### src/rtl/nmr_sample_writer.sv
// NMR sample writer: packs ADC sample pairs two-per-64-bit word and writes
// them into a circular BRAM buffer during an acquisition window, then
// flushes any half-filled word and reports completion to the sequencer.
module nmr_sample_writer #(
  parameter int ADDR_W = 16
) (
  input  logic              clk,
  input  logic              aresetn,
  input  logic              rst_writer,
  input  logic              en_acq,
  input  logic [31:0]       size,
  input  logic [31:0]       nb_of_sample,
  input  logic [15:0]       adc_dat_a,
  input  logic [15:0]       adc_dat_b,
  input  logic              adc_valid,
  output logic [ADDR_W-1:0] bram_addr,
  output logic [63:0]       bram_wdata,
  output logic              bram_we,
  output logic [31:0]       sts,
  output logic              done,
  output logic              wrapped,
  output logic              busy
);

  typedef enum logic [2:0] {
    S_IDLE    = 3'd0,
    S_ARM     = 3'd1,
    S_CAPTURE = 3'd2,
    S_FLUSH   = 3'd3,
    S_DONE    = 3'd4
  } state_t;

  state_t             r_state;
  state_t             w_state_next;

  logic [ADDR_W-1:0]  r_size;
  logic [31:0]        r_nb;
  logic [ADDR_W-1:0]  r_addr;
  logic [ADDR_W-1:0]  r_bram_addr;
  logic [63:0]        r_wdata;
  logic               r_we;
  logic [31:0]        r_count;
  logic               r_wrapped;
  logic [31:0]        r_pack;
  logic               r_half;

  logic               w_accept;
  logic               w_write;
  logic [63:0]        w_wdata;
  logic [31:0]        w_count_next;
  logic [ADDR_W-1:0]  w_last_addr;
  logic               w_unused_size;

  // Only the low ADDR_W bits of size select the buffer depth.
  assign w_unused_size = ^size;

  // Size of zero in the low bits wraps naturally to an all-ones last address,
  // giving the full 2^ADDR_W depth.
  assign w_last_addr  = r_size - ADDR_W'(1);
  assign w_count_next = (w_accept && (r_count != 32'hFFFF_FFFF)) ? (r_count + 32'd1) : r_count;

  // State register.
  always_ff @(posedge clk or negedge aresetn) begin
    if (!aresetn) begin
      r_state <= S_IDLE;
    end else begin
      r_state <= w_state_next;
    end
  end

  // Next-state logic; the soft clear overrides every transition.
  always_comb begin
    w_state_next = r_state;
    case (r_state)
      S_IDLE:    if (en_acq) w_state_next = S_ARM;
      S_ARM:     w_state_next = (nb_of_sample == 32'd0) ? S_DONE : S_CAPTURE;
      S_CAPTURE: if ((w_count_next == r_nb) || !en_acq) w_state_next = S_FLUSH;
      S_FLUSH:   w_state_next = S_DONE;
      S_DONE:    if (!en_acq) w_state_next = S_IDLE;
      default:   w_state_next = S_IDLE;
    endcase
    if (rst_writer) w_state_next = S_IDLE;
  end

  // Per-state outputs and datapath controls.
  always_comb begin
    busy     = 1'b0;
    done     = 1'b0;
    w_accept = 1'b0;
    w_write  = 1'b0;
    w_wdata  = 64'd0;
    case (r_state)
      S_ARM: begin
        busy = 1'b1;
      end
      S_CAPTURE: begin
        busy     = 1'b1;
        w_accept = adc_valid;
        w_write  = adc_valid & r_half;
        w_wdata  = {adc_dat_b, adc_dat_a, r_pack};
      end
      S_FLUSH: begin
        busy    = 1'b1;
        w_write = r_half;
        w_wdata = {32'd0, r_pack};
      end
      S_DONE: begin
        done = 1'b1;
      end
      default: begin
        busy = 1'b0;
      end
    endcase
  end

  // Datapath: configuration latch, pair packing, address walk and counters.
  always_ff @(posedge clk or negedge aresetn) begin
    if (!aresetn) begin
      r_size      <= '0;
      r_nb        <= '0;
      r_addr      <= '0;
      r_bram_addr <= '0;
      r_wdata     <= '0;
      r_we        <= 1'b0;
      r_count     <= '0;
      r_wrapped   <= 1'b0;
      r_pack      <= '0;
      r_half      <= 1'b0;
    end else if (rst_writer) begin
      r_size      <= '0;
      r_nb        <= '0;
      r_addr      <= '0;
      r_bram_addr <= '0;
      r_wdata     <= '0;
      r_we        <= 1'b0;
      r_count     <= '0;
      r_wrapped   <= 1'b0;
      r_pack      <= '0;
      r_half      <= 1'b0;
    end else begin
      r_we <= 1'b0;
      if (r_state == S_ARM) begin
        r_size    <= size[ADDR_W-1:0];
        r_nb      <= nb_of_sample;
        r_addr    <= '0;
        r_count   <= '0;
        r_wrapped <= 1'b0;
        r_pack    <= '0;
        r_half    <= 1'b0;
      end
      if (w_accept) begin
        r_count <= w_count_next;
        if (!r_half) begin
          r_pack <= {adc_dat_b, adc_dat_a};
          r_half <= 1'b1;
        end
      end
      // Write strobe lands the cycle after the completing pair (or flush);
      // the address register advances so the next word is already lined up.
      if (w_write) begin
        r_we        <= 1'b1;
        r_wdata     <= w_wdata;
        r_bram_addr <= r_addr;
        r_half      <= 1'b0;
        if (r_addr == w_last_addr) begin
          r_addr    <= '0;
          r_wrapped <= 1'b1;
        end else begin
          r_addr <= r_addr + ADDR_W'(1);
        end
      end
    end
  end

  assign bram_addr  = r_bram_addr;
  assign bram_wdata = r_wdata;
  // A pending strobe is suppressed in the very cycle the soft clear arrives.
  assign bram_we    = r_we & ~rst_writer;
  assign sts        = r_count;
  assign wrapped    = r_wrapped;

endmodule

### config.mk
export PLATFORM = sky130hd
export DESIGN_NAME = nmr_sample_writer
export DESIGN_NICKNAME = d
export VERILOG_FILES = /design/src/rtl/nmr_sample_writer.sv
export SDC_FILE = /design/constraint.sdc
export NUM_CORES = 1
export LEC_CHECK = 0
export BUFFER_PORTS_ARGS = -buffer_cell sky130_fd_sc_hd__clkbuf_2
export CORE_MARGIN = 5
export CORE_UTILIZATION = 35
export CTS_CLUSTER_DIAMETER = 200
export DETAILED_ROUTE_END_ITERATION = 12
export GPL_TIMING_DRIVEN = 0
export PLACE_DENSITY_LB_ADDON = 0.05
export SYNTH_ARGS = -nofsm -noshare
export SYNTH_HDL_FRONTEND = slang
export SYNTH_SLANG_ARGS = --single-unit
### constraint.sdc
create_clock -name clk -period 3.85 [get_ports clk]
set_clock_uncertainty 0.1 [all_clocks]
set_input_delay 0.5775 -clock clk [delete_from_list [all_inputs] [get_ports clk]]
set_output_delay 0.5775 -clock clk [all_outputs]
set_load 0.005 [all_outputs]
; ---- After elaboration in Yosys (flattened, before gate mapping)
; Cells that the tools add are included.
[totals]
in_bits = 101
memories = 0
wordCells = 80
output_inout_bits = 116
reg_bits = 214
latch_bits = 0
mem_bits_rw = 0
mem_bits_ro = 0
[op_classes]
n_eq_ne = 10
muxes = 42
add_sub_neg = 3
n_bitwise = 3
n_lt_le_gt_ge = 0
n_div = 0
n_mul = 0
reduce_logical = 11
shifts = 0
[ops]
columns = cell, n
row1 = $mux 32, 10
row2 = $mux 16, 8
row3 = $mux 64, 2
row4 = $pmux 64 s2, 1
row5 = $add 32x1->32 const B, 1
row6 = $eq 32x32->1, 1
row7 = $logic_not 32->1, 1
row8 = $ne 32x32->1 const B, 1
row9 = $add 16x1->16 const B, 1
row10 = $eq 16x16->1, 1
row11 = $sub 16x1->16 const B, 1
row12 = $mux 3, 5
row13 = $pmux 3 s5, 1
row14 = $mux 1, 14
row15 = $ne 3x3->1 const B, 3
row16 = $eq 3x2->1 const B, 2
row17 = $reduce_bool 3->1, 2
row18 = $reduce_bool 2->1, 2
row19 = $eq 3x1->1 const B, 1
row20 = $eq 3x3->1 const B, 1
row21 = $logic_not 3->1, 1
row22 = $reduce_and 3->1, 1
row23 = $reduce_or 3->1, 1
row24 = $and 1x1->1, 2
row25 = other kinds (5), 5

; ---- Longest topological paths before layout
; Gate-level depths: netlist of the first run.
[logic_depth]
ltp_word = 9
mapped_depth = 11
ltp_nobuf = 10

; ---- Least setup slack after synthesis of the first run
; No wires, ideal clock.
[synth_path]
path_type = reg2reg
start = register r_size[4]
end = register r_addr[2]
period_less_slack_ns = 2.874
arrival_time_ns = 2.653
setup_time_ns = 0.121
t_required_ns = 3.629
stages_incl_launch_ff = 12
setup_slack_ns = 0.976
path_buffers = 3
cell_sequence = dfrtp_1 buf_6 or4_4 buf_6 nor4_4 mux2i_1 or3b_1 a32oi_2 a21o_4 buf_8 o21ai_2 a22o_1
[synth_between]
elab_chain_len = 5
[synth_lines]
columns = item, line_no
row1 = from (decl), 36  ; logic [ADDR_W-1:0] r_size;
row2 = from (signal assigned), 143  ; r_size <= size[ADDR_W-1:0];
row3 = $sub 16x1->16, 59  ; assign w_last_addr = r_size - ADDR_W'(1);
row4 = $eq 16x16->1, 165  ; if (r_addr == w_last_addr) begin
row5 = $mux 16, 165
row6 = $mux 16, 160  ; if (w_write) begin
row7 = $mux 16, 129  ; end else if (rst_writer) begin
row8 = to (signal assigned), 169  ; r_addr <= r_addr + ADDR_W'(1);
row9 = to (decl), 38  ; logic [ADDR_W-1:0] r_addr;
; No other way between the ends.
; A chain may end at the register's enable or synchronous reset.

; ---- Final worst setup path of the first run
[layout_path]
start = register r_state[0]
end = register r_state[0]
[layout_between]
elab_chain_len = 8
elab_cells_between_ends = 16
classes_between = 8 x eq/ne / 4 x mux / 4 x reduce/logical
[layout_lines]
columns = item, line_no
row1 = from (decl), 33  ; state_t r_state;
row2 = from (signal assigned), 67  ; r_state <= w_state_next;
row3 = $eq 3x2->1, "74, 92"
row4 = $mux 1, 92  ; case (r_state)
row5 = $logic_and 1x1->1, 60  ; assign w_count_next = (w_accept && (r_count != 32'hFFFF_FFFF)) ? (r_count + 32'd1) : r_count;
row6 = $mux 32, 60
row7 = $eq 32x32->1, 77  ; S_CAPTURE: if ((w_count_next == r_nb) || !en_acq) w_state_next = S_FLUSH;
row8 = $logic_or 1x1->1, 77
row9 = $ne 3x3->1 (no line), n/a
row10 = $reduce_and 3->1 (no line), n/a
; Several ways; a longest one is shown, not always the timed one.

==> results by group, run 1 <==
CTS
  – Clk buf depth: 3
  – Clock root buffer: clkbuf_16
  – H-tree Lvls: 1
  – Clock latency on the worst-skew pair: ~0.54 ns
  – Inserted Clock Buffers: 26
  – # clock sinks: between 200 and 250
  – Worst-path clk slew: about 0.06 ns
  – CTS tree: done

Critical path
  – Crit end category: flip-flop
  – Crit-path max FO: 10
  – Reg2reg path depth: 10
  – CP startpoint kind: flip-flop
  – Crit path kind: reg2reg
  – Crit path DAT: between 4 and 5 ns
  – CP required: between 4 and 5 ns

Timing
  – Setup TNS: 0 ns
  – Slew margin rel.: 0.2086
  – Tcrit/Tclk final: 0.9665
  – Top achievable clock speed: about 0.27 GHz
  – Final Slew Violations: 0
  – RSZ-0062 raised after global routing: false
  – Tmin final: about 3.7 ns
  – Final hold vios: 0
  – # setup viols final: 0
  – Worst Max-Slew Pin Slew: between 1 and 1.5 ns

Power
  – Overall Power: roughly 6200 µW
  – P per Cell Area: ~460 mW/mm²
  – Leak: around 0.0060 µW
  – Peak supply drop: 0.3073 mV

Synthesis
  – Number of enable flip-flop cells after synthesis: 0
  – Synth Cell Area: roughly 0.011 mm²
  – Primary FF master, synth: dfrtp_1
  – Synth Instances: about 1200
  – Avg Cell Area, Syn: around 9 µm²
  – Synth cell types: 71
  – Seq/Total Area, Yosys: 0.4880
  – Mapped Nets: 1340
  – Yosys reg bits: approximately 210
  – Share of synthesized registers carrying an async set or reset: 1.000
  – Ys Warns: 0

Place
  – Buffers on Ports: 200
  – Dpl hpwl: about 28000 µm
  – Gpl congestion: 0.9044

Floorplan
  – Initial Util: 0.3569
  – I/O Pins: approximately 220
  – Area of the core: 0.03075 mm²
  – Die Area: around 0.035 mm²
  – Chip Width: about 190 µm
  – Num rows: 64
  – Chip height: between 150 and 200 µm

Global route
  – Overflow after GRT: 0
  – Vias in the first global route: a little over 10000
  – All-layer global routing usage: 0.2062
  – Initial antenna violation count: 3
  – Largest net degree at the start of global routing: around 100
  – First-pass GRT wire length: a little under 60000 µm

Final layout
  – Most frequent cells in the layout: 276 x nand2_1, 214 x dfrtp_1, 201 x clkbuf_2
  – Total Nets Final: roughly 1600
  – Register area: 0.005355 mm²
  – Fill cell count: roughly 3200
  – Synth-to-layout area growth: 21.81%
  – Most common cell after layout, fill and taps aside: nand2_1
  – Layout cells sized above 1: 0.1835
  – Multi-input logic area: between 0.005 and 0.006 mm²

Drt
  – Drt pass-1 iters: 7
  – Total number of vias: approximately 9900
  – Post-route ant nets: 0
  – WL/cell: approximately 20 µm
  – DR vias/cell: roughly 5.3
  – Wirelength, routed: 36970 µm
  – Starting DRT DRC Count: between 600 and 700
  – Residual DRC: 0

Min path
  – Worst Hold Depth: 3
  – Hold Path Class: in2reg

Status
  – Outcome: completed

Job
  – Max_cap viols: 0
## report_power, final
part	internal (µW)	switching, µW
combinational	515	896
clock	1320	969
sequential	2370	121
## cell type report
| class | count | share of cell area |
|---|---|---|
| Sequential cell | 214 | 0.4006 |
| Multi-Input combinational cell | 924 | 0.3915 |
| Timing Repair Buffer | 203 | 0.08041 |
| Clock buffer | 39 | 0.05532 |
| Tap cell | 396 | 0.03707 |
| Buffer | 83 | 0.02705 |
| Inverter | 15 | 0.004212 |
| Clock inverter | 4 | 0.003651 |
| Antenna cell | 1 | 0.0001872 |
## per-layer routing
layer | up-vias | global-route usage | part of all wire
met5 | - | 0 | 0.00087
li1 | 4837 | - | -
met3 | 56 | 0.05189 | 0.070
met1 | 4778 | 0.2902 | 0.46
met4 | 4 | 0.05802 | 0.029
met2 | 267 | 0.3167 | 0.44
## through the flow
stage / worst slack, ns / hold WS (ns) / cells / instance area (µm²) / utilization
2_1_floorplan: 0.9763 / 0.1819 / 1236 / 10970 / -
3_3_place_gp: -2.548 / 0.3890 / 1832 / 12470 / 0.4055
3_5_place_dp: -0.1644 / 0.3898 / 1834 / 12530 / 0.4076
4_1_cts: 0.06504 / 0.1331 / 1878 / 13340 / 0.4340
5_1_grt: 0.02183 / 0.1522 / 1879 / 13370 / 0.4347
6_report: 0.1290 / 0.1511 / 1879 / 13370 / 0.4347
## kinds of logic after synthesis
group	count (synthesis)	share of synthesized area
fa+ha+maj	3	0.003421
compound gates	318	0.1810
buf+inv	98	0.03808
mux	2	0.001824
xor+xnor	66	0.05268
flops	214	0.4880
simple gates	535	0.2350
## registers in the layout, summed over array words and instances, names as in the netlist, 3 cells and up
name        count
bram_addr      16
r_pack         32
r_size         16
r_state         3
r_nb           32
bram_wdata     64
r_addr         16
sts            32
## path summary, 6_finish.rpt
kind | startpoint | to | slack [ns]
setup / recovery | r_state[0] | r_state[0] | 0.13
hold / removal | size[9] | r_size[9] | 0.15
setup reg to reg | r_state[0] | r_state[0] | 0.13
hold reg to reg | bram_wdata[58] | bram_wdata[58] | 0.40
max in group asynchronous | aresetn | bram_wdata[62] | 2.06
min in group asynchronous | aresetn | sts[27] | 0.43
## worst max-delay path, stage by stage (launching register included)
cell and delay [ns]:
dfrtp_1 0.36, buf_2 0.18, nand4bb_1 0.19, clkbuf_1 0.29, nor4_4 0.67, nand2_1 0.25, a311o_1 0.42, nor4_1 0.36
nand4_1 0.21, nor4_1 0.40, a31o_1 0.22
## timing repair
action	CTS	global route
endpoints found under the hold margin	43	0
setup endpoints to repair	11	1
hold buffers	1	0
setup buffers	0	0
resized for setup	2	4
## synthesized netlist by cell type (5+ instances only)
cell	n	area, µm²
nand2_1	276	1036
dfrtp_1	214	5355
a21oi_1	153	765.7
clkbuf_1	66	247.7
nand3_1	59	295.3
o21ai_0	49	245.2
xnor2_1	45	394.1
nor2_1	41	153.9
a22o_1	40	350.3
and3_1	23	143.9
nor4_1	22	137.6
xor2_1	21	183.9
nand4_1	20	125.1
o31ai_1	19	142.6
nor3_1	18	90.09
inv_1	15	56.30
and2_1	11	68.82
a21o_1	10	75.07
or3_1	10	62.56
nor3b_1	9	67.56
nand2b_1	8	50.05
a31oi_1	7	43.79
nor2b_1	6	37.54
buf_2	5	25.02
nor4b_1	5	43.79
o2111ai_1	5	43.79
Power figures use the tool's default switching activity.
==> run 2, diff against run 1 <==
- clock period: 3.85 -> 4.19 ns (I/O delays scaled with it)
==> results by group, run 2 (synthesized netlist as in run 1, its figures left out) <==
Status
  – Outcome: completed

CTS
  – Clk buf depth: 3 (unchanged)
  – Clock root buffer: clkbuf_16
  – # clock sinks: 214 (unchanged)
  – Worst-path clk slew: 0.06 ns (about the same)
  – Clock latency on the worst-skew pair: 0.54 ns (about the same)
  – Inserted Clock Buffers: 26 (unchanged)
  – CTS tree: done
  – H-tree Lvls: 1 (unchanged)

Floorplan
  – Initial Util: 0.3569 (unchanged)
  – Num rows: 64 (unchanged)
  – I/O Pins: 217 (unchanged)
  – Chip height: 187.1 µm (unchanged)
  – Chip Width: 187.1 µm (unchanged)
  – Area of the core: 0.03075 mm² (unchanged)
  – Die Area: 0.03499 mm² (unchanged)

Min path
  – Worst Hold Depth: 3 (unchanged)
  – Hold wc startpoint: size[9]
  – Hold Path Class: in2reg
  – Hold path endpoint: r_size[9]

Final layout
  – Final Util: 0.4338 (-0.0008950)
  – Synth-to-layout area growth: 21.56%
  – Most frequent cells in the layout: 276 x nand2_1, 214 x dfrtp_1, 201 x clkbuf_2
  – Layout cells sized above 1: 0.1802 (-0.003374)
  – Total Nets Final: 1571 (unchanged)
  – Fill cell count: 3164 (+0.063%)
  – Most common cell after layout, fill and taps aside: nand2_1
  – Max FFs per register: 64 (unchanged)

Critical path
  – CP startpoint kind: flip-flop
  – Crit end category: flip-flop
  – Top Family by Delay on Critical Path: simple AND/OR/NAND/NOR gates
  – Crit path DAT: 4.29 ns (+0.19 ns)
  – WP buf/inv: 1 (-1)
  – Reg2reg path depth: 9 (-1)
  – Crit-path cells: buf_2, nand4_1, nor3_1, nand3_1, nand3_1, xnor2_1, or4_1, nor4_1, a31o_1
  – CP required: 4.57 ns (+0.34 ns)
  – R2R Path Start: sts[15]
  – Flop2flop setup slack: 0.28 ns (+0.15 ns)
  – Crit path kind: reg2reg
  – CP max stage cell: nor3_1
  – Slowest stage delay, CP: 0.89 ns (+0.22 ns)
  – Most Frequent Cell on Critical Path: nand3_1
  – Crit-path max FO: 9 (-1)
  – RR Endpoint: r_state[0]

Timing
  – Final hold vios: 0 (unchanged)
  – PnR worst setup slack: 0.2808 ns (+0.1518 ns)
  – Worst Max-Slew Pin Slew: 1.242 ns (+0.06378 ns)
  – RSZ-0062 raised after global routing: false
  – Tmin final: 3.909 ns (+0.1882 ns)
  – Slew margin rel.: 0.1605 (-0.04814)
  – Final Slew Violations: 0 (unchanged)
  – Setup TNS: 0 ns (unchanged)
  – # setup viols final: 0 (unchanged)
  – Tcrit/Tclk final: 0.9330 (-0.03350)
  – Top achievable clock speed: 0.2558 GHz (-4.8%)

Power
  – Switching power: 1826 µW (-8.1%)
  – Peak supply drop: 0.2881 mV (-6.3%)
  – Leak: 0.006006 µW (about the same)
  – Reg power frac: 0.402 (about the same)
  – Sw Ratio: 0.3209 (about the same)
  – P per Cell Area: 426.7 mW/mm² (-7.9%)
  – Overall Power: 5692 µW (-8.1%)
  – Combinational power share: 0.227 (about the same)
  – Clk pwr share: 0.370 (about the same)
  – Internal power: 3865 µW (-8.1%)

Global route
  – Overflow after GRT: 0 (unchanged)
  – Largest net degree at the start of global routing: 103 (unchanged)
  – First-pass GRT wire length: 58550 µm (about the same)
  – All-layer global routing usage: 0.2062 (about the same)
  – Vias in the first global route: 10060 (-0.040%)
  – Initial antenna violation count: 3 (unchanged)

Place
  – Gpl congestion: 0.9044 (unchanged)
  – Dpl hpwl: 27600 µm (unchanged)
  – Pre-CTS WS: 0.1246 ns (+0.2890 ns)
  – Buffers on Ports: 200 (unchanged)

Drt
  – WL/cell: 19.66 µm (about the same)
  – Total number of vias: 9949 (+0.070%)
  – Wirelength, routed: 36940 µm (about the same)
  – Met2 WL: 16220 µm (-0.46%)
  – Wl on met1: 17140 µm (+0.94%)
  – Drt pass-1 iters: 7 (unchanged)
  – DR vias/cell: 5.295 (about the same)
  – Starting DRT DRC Count: 648 (+1.6%)
  – Top Layer Used: met5
  – Metal3 WL: 2458 µm (-5.6%)
  – Residual DRC: 0 (unchanged)
  – Post-route ant nets: 0 (unchanged)

Job
  – Max_cap viols: 0 (unchanged)
==> run 2: cell type report <==
type	count	area (µm²)	area share
antenna	1	2.502	0.0001876
sequential	214	5355	0.4015
tap	396	495.5	0.03714
inverter	15	56.30	0.004221
clock buffer	39	739.5	0.05544
buffer	83	361.6	0.02711
multi-input combinational	924	5205	0.3902
clock inverter	4	48.80	0.003658
timing repair buffer	203	1075	0.08057
==> run 2: how the worst max path moves through the flow <==
stage | cells after the start | end | slack, ns | start
floorplan | 11 | r_addr[2] | 1.32 | r_size[4]
global placement | 1 | bram_wdata[28] | -2.26 | aresetn
detailed placement | 10 | r_state[0] | 0.12 | adc_valid
CTS | 6 | bram_wdata[41] | 0.23 | r_state[2]
global route | 10 | r_state[0] | 0.13 | r_state[0]
finish | 9 | r_state[0] | 0.28 | sts[15]
==> run 2: power by group through the flow <==
stage	clock network (µW)	logic, µW	registers (µW)
after floorplan	0	876	2290
after global placement	0	1290	2320
after detailed placement	0	1300	2320
after CTS	2170	1310	2290
after global routing	2250	1450	2300
final	2110	1290	2290
==> run 2: metrics by stage <==
step,cells,area [µm²],hold WS [ns]
2_1_floorplan,1236,10970,0.2329
3_3_place_gp,1832,12470,0.3890
3_5_place_dp,1834,12530,0.3898
4_1_cts,1878,13330,0.1841
5_1_grt,1879,13340,0.2032
6_report,1879,13340,0.2026
==> run 2: what timing repair did <==
item | 4_1_cts | 5_1_grt
hold endpoints to repair | 43 | 0
endpoints found under the setup margin | 0 | 2
hold buffers | 1 | 0
buffers inserted | 0 | 0
gates resized for setup | 0 | 1
==> run 2: routing by layer <==
layer	vias to the layer above	GRT usage
met5	-	0
met4	4	0.05802
met3	60	0.05189
met2	262	0.3166
met1	4783	0.2902
li1	4840	-
==> run 2: worst min-delay path, stage by stage <==
cell and delay [ns]:
clkbuf_2 0.08, nand2_1 0.05, a21oi_1 0.05
==> run 3, diff against run 2 <==
- CORE_UTILIZATION: 35 -> 56
==> results by group, run 3 (synthesized netlist as in run 1, its figures left out) <==
Status
  – Outcome: completed

Timing
  – Worst Max-Slew Pin Slew: 1.189 ns (-0.05327 ns)
  – Final Slew Violations: 0 (unchanged)
  – Tmin final: 3.981 ns (+0.07195 ns)
  – Top achievable clock speed: 0.2512 GHz (-1.8%)
  – Final hold vios: 0 (unchanged)
  – RSZ-0062 raised after global routing: false
  – Slew margin rel.: 0.1965 (+0.03602)
  – Tcrit/Tclk final: 0.9502 (+0.01717)
  – Hold Slack: 0.07811 ns (-0.1245 ns)
  – Setup TNS: 0 ns (unchanged)
  – # setup viols final: 0 (unchanged)

Drt
  – Post-route ant nets: 0 (unchanged)
  – Drt pass-1 iters: 5 (-2)
  – Total number of vias: 9995 (+0.46%)
  – WL/cell: 18.46 µm (-6.1%)
  – Starting DRT DRC Count: 603 (-6.9%)
  – Residual DRC: 0 (unchanged)
  – Wirelength, routed: 32180 µm (-13%)
  – DR vias/cell: 5.734 (+8.3%)

Final layout
  – Fill cell count: 1707 (-46%)
  – Synth-to-layout area growth: 18.77%
  – Most common cell after layout, fill and taps aside: nand2_1
  – Layout Cell Area excl Fill: 0.01303 mm² (-2.3%)
  – Most frequent cells in the layout: 276 x nand2_1, 214 x dfrtp_1, 201 x clkbuf_2
  – Max FFs per register: 64 (unchanged)
  – Total Nets Final: 1566 (-0.32%)
  – N_diodes: 0 (-1)
  – Layout cells sized above 1: 0.1820 (+0.001841)

Place
  – Placed inst area: 0.01234 mm² (-1.5%)
  – Buffers on Ports: 200 (unchanged)
  – Gpl congestion: 0.9600 (+6.1%)
  – Dpl hpwl: 24030 µm (-13%)

Global route
  – Largest net degree at the start of global routing: 110 (+6.8%)
  – Overflow after GRT: 0 (unchanged)
  – Initial antenna violation count: 1 (-2)
  – First-pass GRT wire length: 51890 µm (-11%)
  – Vias in the first global route: 9874 (-1.8%)
  – All-layer global routing usage: 0.2879 (+0.08171)

Critical path
  – Flop2flop setup slack: 0.21 ns (-0.07 ns)
  – Crit path kind: reg2reg
  – Slowest stage delay, CP: 0.86 ns (-0.03 ns)
  – CP startpoint kind: flip-flop
  – Reg2reg path depth: 9 (unchanged)
  – Crit-path cells: buf_2, nand4_1, nor3_1, nand3_1, nand3_1, xnor2_1, or4_1, nor4_1, a31o_1
  – Most Frequent Cell on Critical Path: nand3_1
  – Crit-path max FO: 9 (unchanged)
  – CP max stage cell: nor3_1
  – Crit end category: flip-flop
  – CP required: 4.53 ns (-0.04 ns)
  – Crit path DAT: 4.32 ns (+0.03 ns)
  – R2R Path Start: sts[15]
  – RR Endpoint: r_state[0]

CTS
  – Clock root buffer: clkbuf_16
  – Hold_buf cts: 0 (-1)
  – Clock latency on the worst-skew pair: 0.52 ns (-0.02 ns)
  – Inserted Clock Buffers: 23 (-12%)
  – Setup Fix Bufs, Post-CTS: 0 (unchanged)
  – Resize count post-CTS: 0 (unchanged)
  – H-tree Lvls: 1 (unchanged)
  – CTS tree: done
  – Clk buf depth: 3 (unchanged)
  – # clock sinks: 214 (unchanged)
  – Worst-path clk slew: 0.06 ns (about the same)

Floorplan
  – Area of the core: 0.01940 mm² (-37%)
  – Initial Util: 0.5657 (+0.2088)
  – I/O Pins: 217 (unchanged)
  – Chip height: 150.0 µm (-20%)
  – Die Area: 0.02249 mm² (-36%)
  – Num rows: 51 (-20%)
  – Chip Width: 150.0 µm (-20%)

Power
  – P per Cell Area: 416.3 mW/mm² (-2.4%)
  – Peak supply drop: 0.2687 mV (-6.8%)
  – Leak: 0.005934 µW (-1.2%)

Min path
  – Hold Path Class: in2async

Job
  – Max_cap viols: 0 (unchanged)
## run 3: cell type report
type                            count  area [µm²]  area share
Inverter                           15       56.30    0.004320
Multi-Input combinational cell    924        5200      0.3990
Tap cell                          265       331.6     0.02544
Clock buffer                       27       600.6     0.04608
Clock inverter                     14       90.09    0.006912
Timing Repair Buffer              201        1037     0.07959
Buffer                             83       361.6     0.02775
Sequential cell                   214        5355      0.4109
## run 3: worst max-delay path, delay by kind of cell (launching register included)
| kind | cells | cell delay, ns |
|---|---|---|
| DFF | 1 | 0.36 |
| buffers and inverters | 1 | 0.21 |
| and+or+nand+nor | 6 | 2.86 |
| AOI/OAI and AO/OA | 1 | 0.27 |
| xor gates and xnor gates | 1 | 0.10 |
## run 3: report_power, final
part	leakage, µW	switching, µW	internal [µW]
registers	0.00297	104	2180
clock network	0.000331	851	1030
logic	0.00263	793	468
total	0.00593	1750	3680
## run 3: how the worst max path moves through the flow
stage                    from             end  slack [ns]  cells past startpoint
floorplan           r_size[4]       r_addr[2]        1.32                     11
global placement      aresetn  bram_wdata[60]       -1.79                      1
detailed placement  adc_valid      r_state[0]        0.31                     10
CTS                   sts[15]      r_state[0]        0.32                      9
global route          sts[15]      r_state[0]        0.08                      9
finish                sts[15]      r_state[0]        0.21                      9
## run 3: metal layers
metal / GRT usage / up-vias / part of all wire
li1: - / 4845 / -
met2: 0.4519 / 394 / 0.45
met1: 0.3964 / 4691 / 0.43
met3: 0.08025 / 63 / 0.097
met5: 0 / - / 0.00040
met4: 0.07685 / 2 / 0.025
## run 3: stage by stage
stage / util / setup slack (ns) / instances / power [µW]
CTS: 0.6718 / 0.3219 / 1743 / 5456
global placement: 0.6344 / -1.785 / 1701 / 3533
floorplan: - / 1.316 / 1236 / 3162
detailed placement: 0.6362 / 0.3134 / 1702 / 3568
finish: 0.6718 / 0.2088 / 1743 / 5425
global route: 0.6718 / 0.07921 / 1743 / 5708
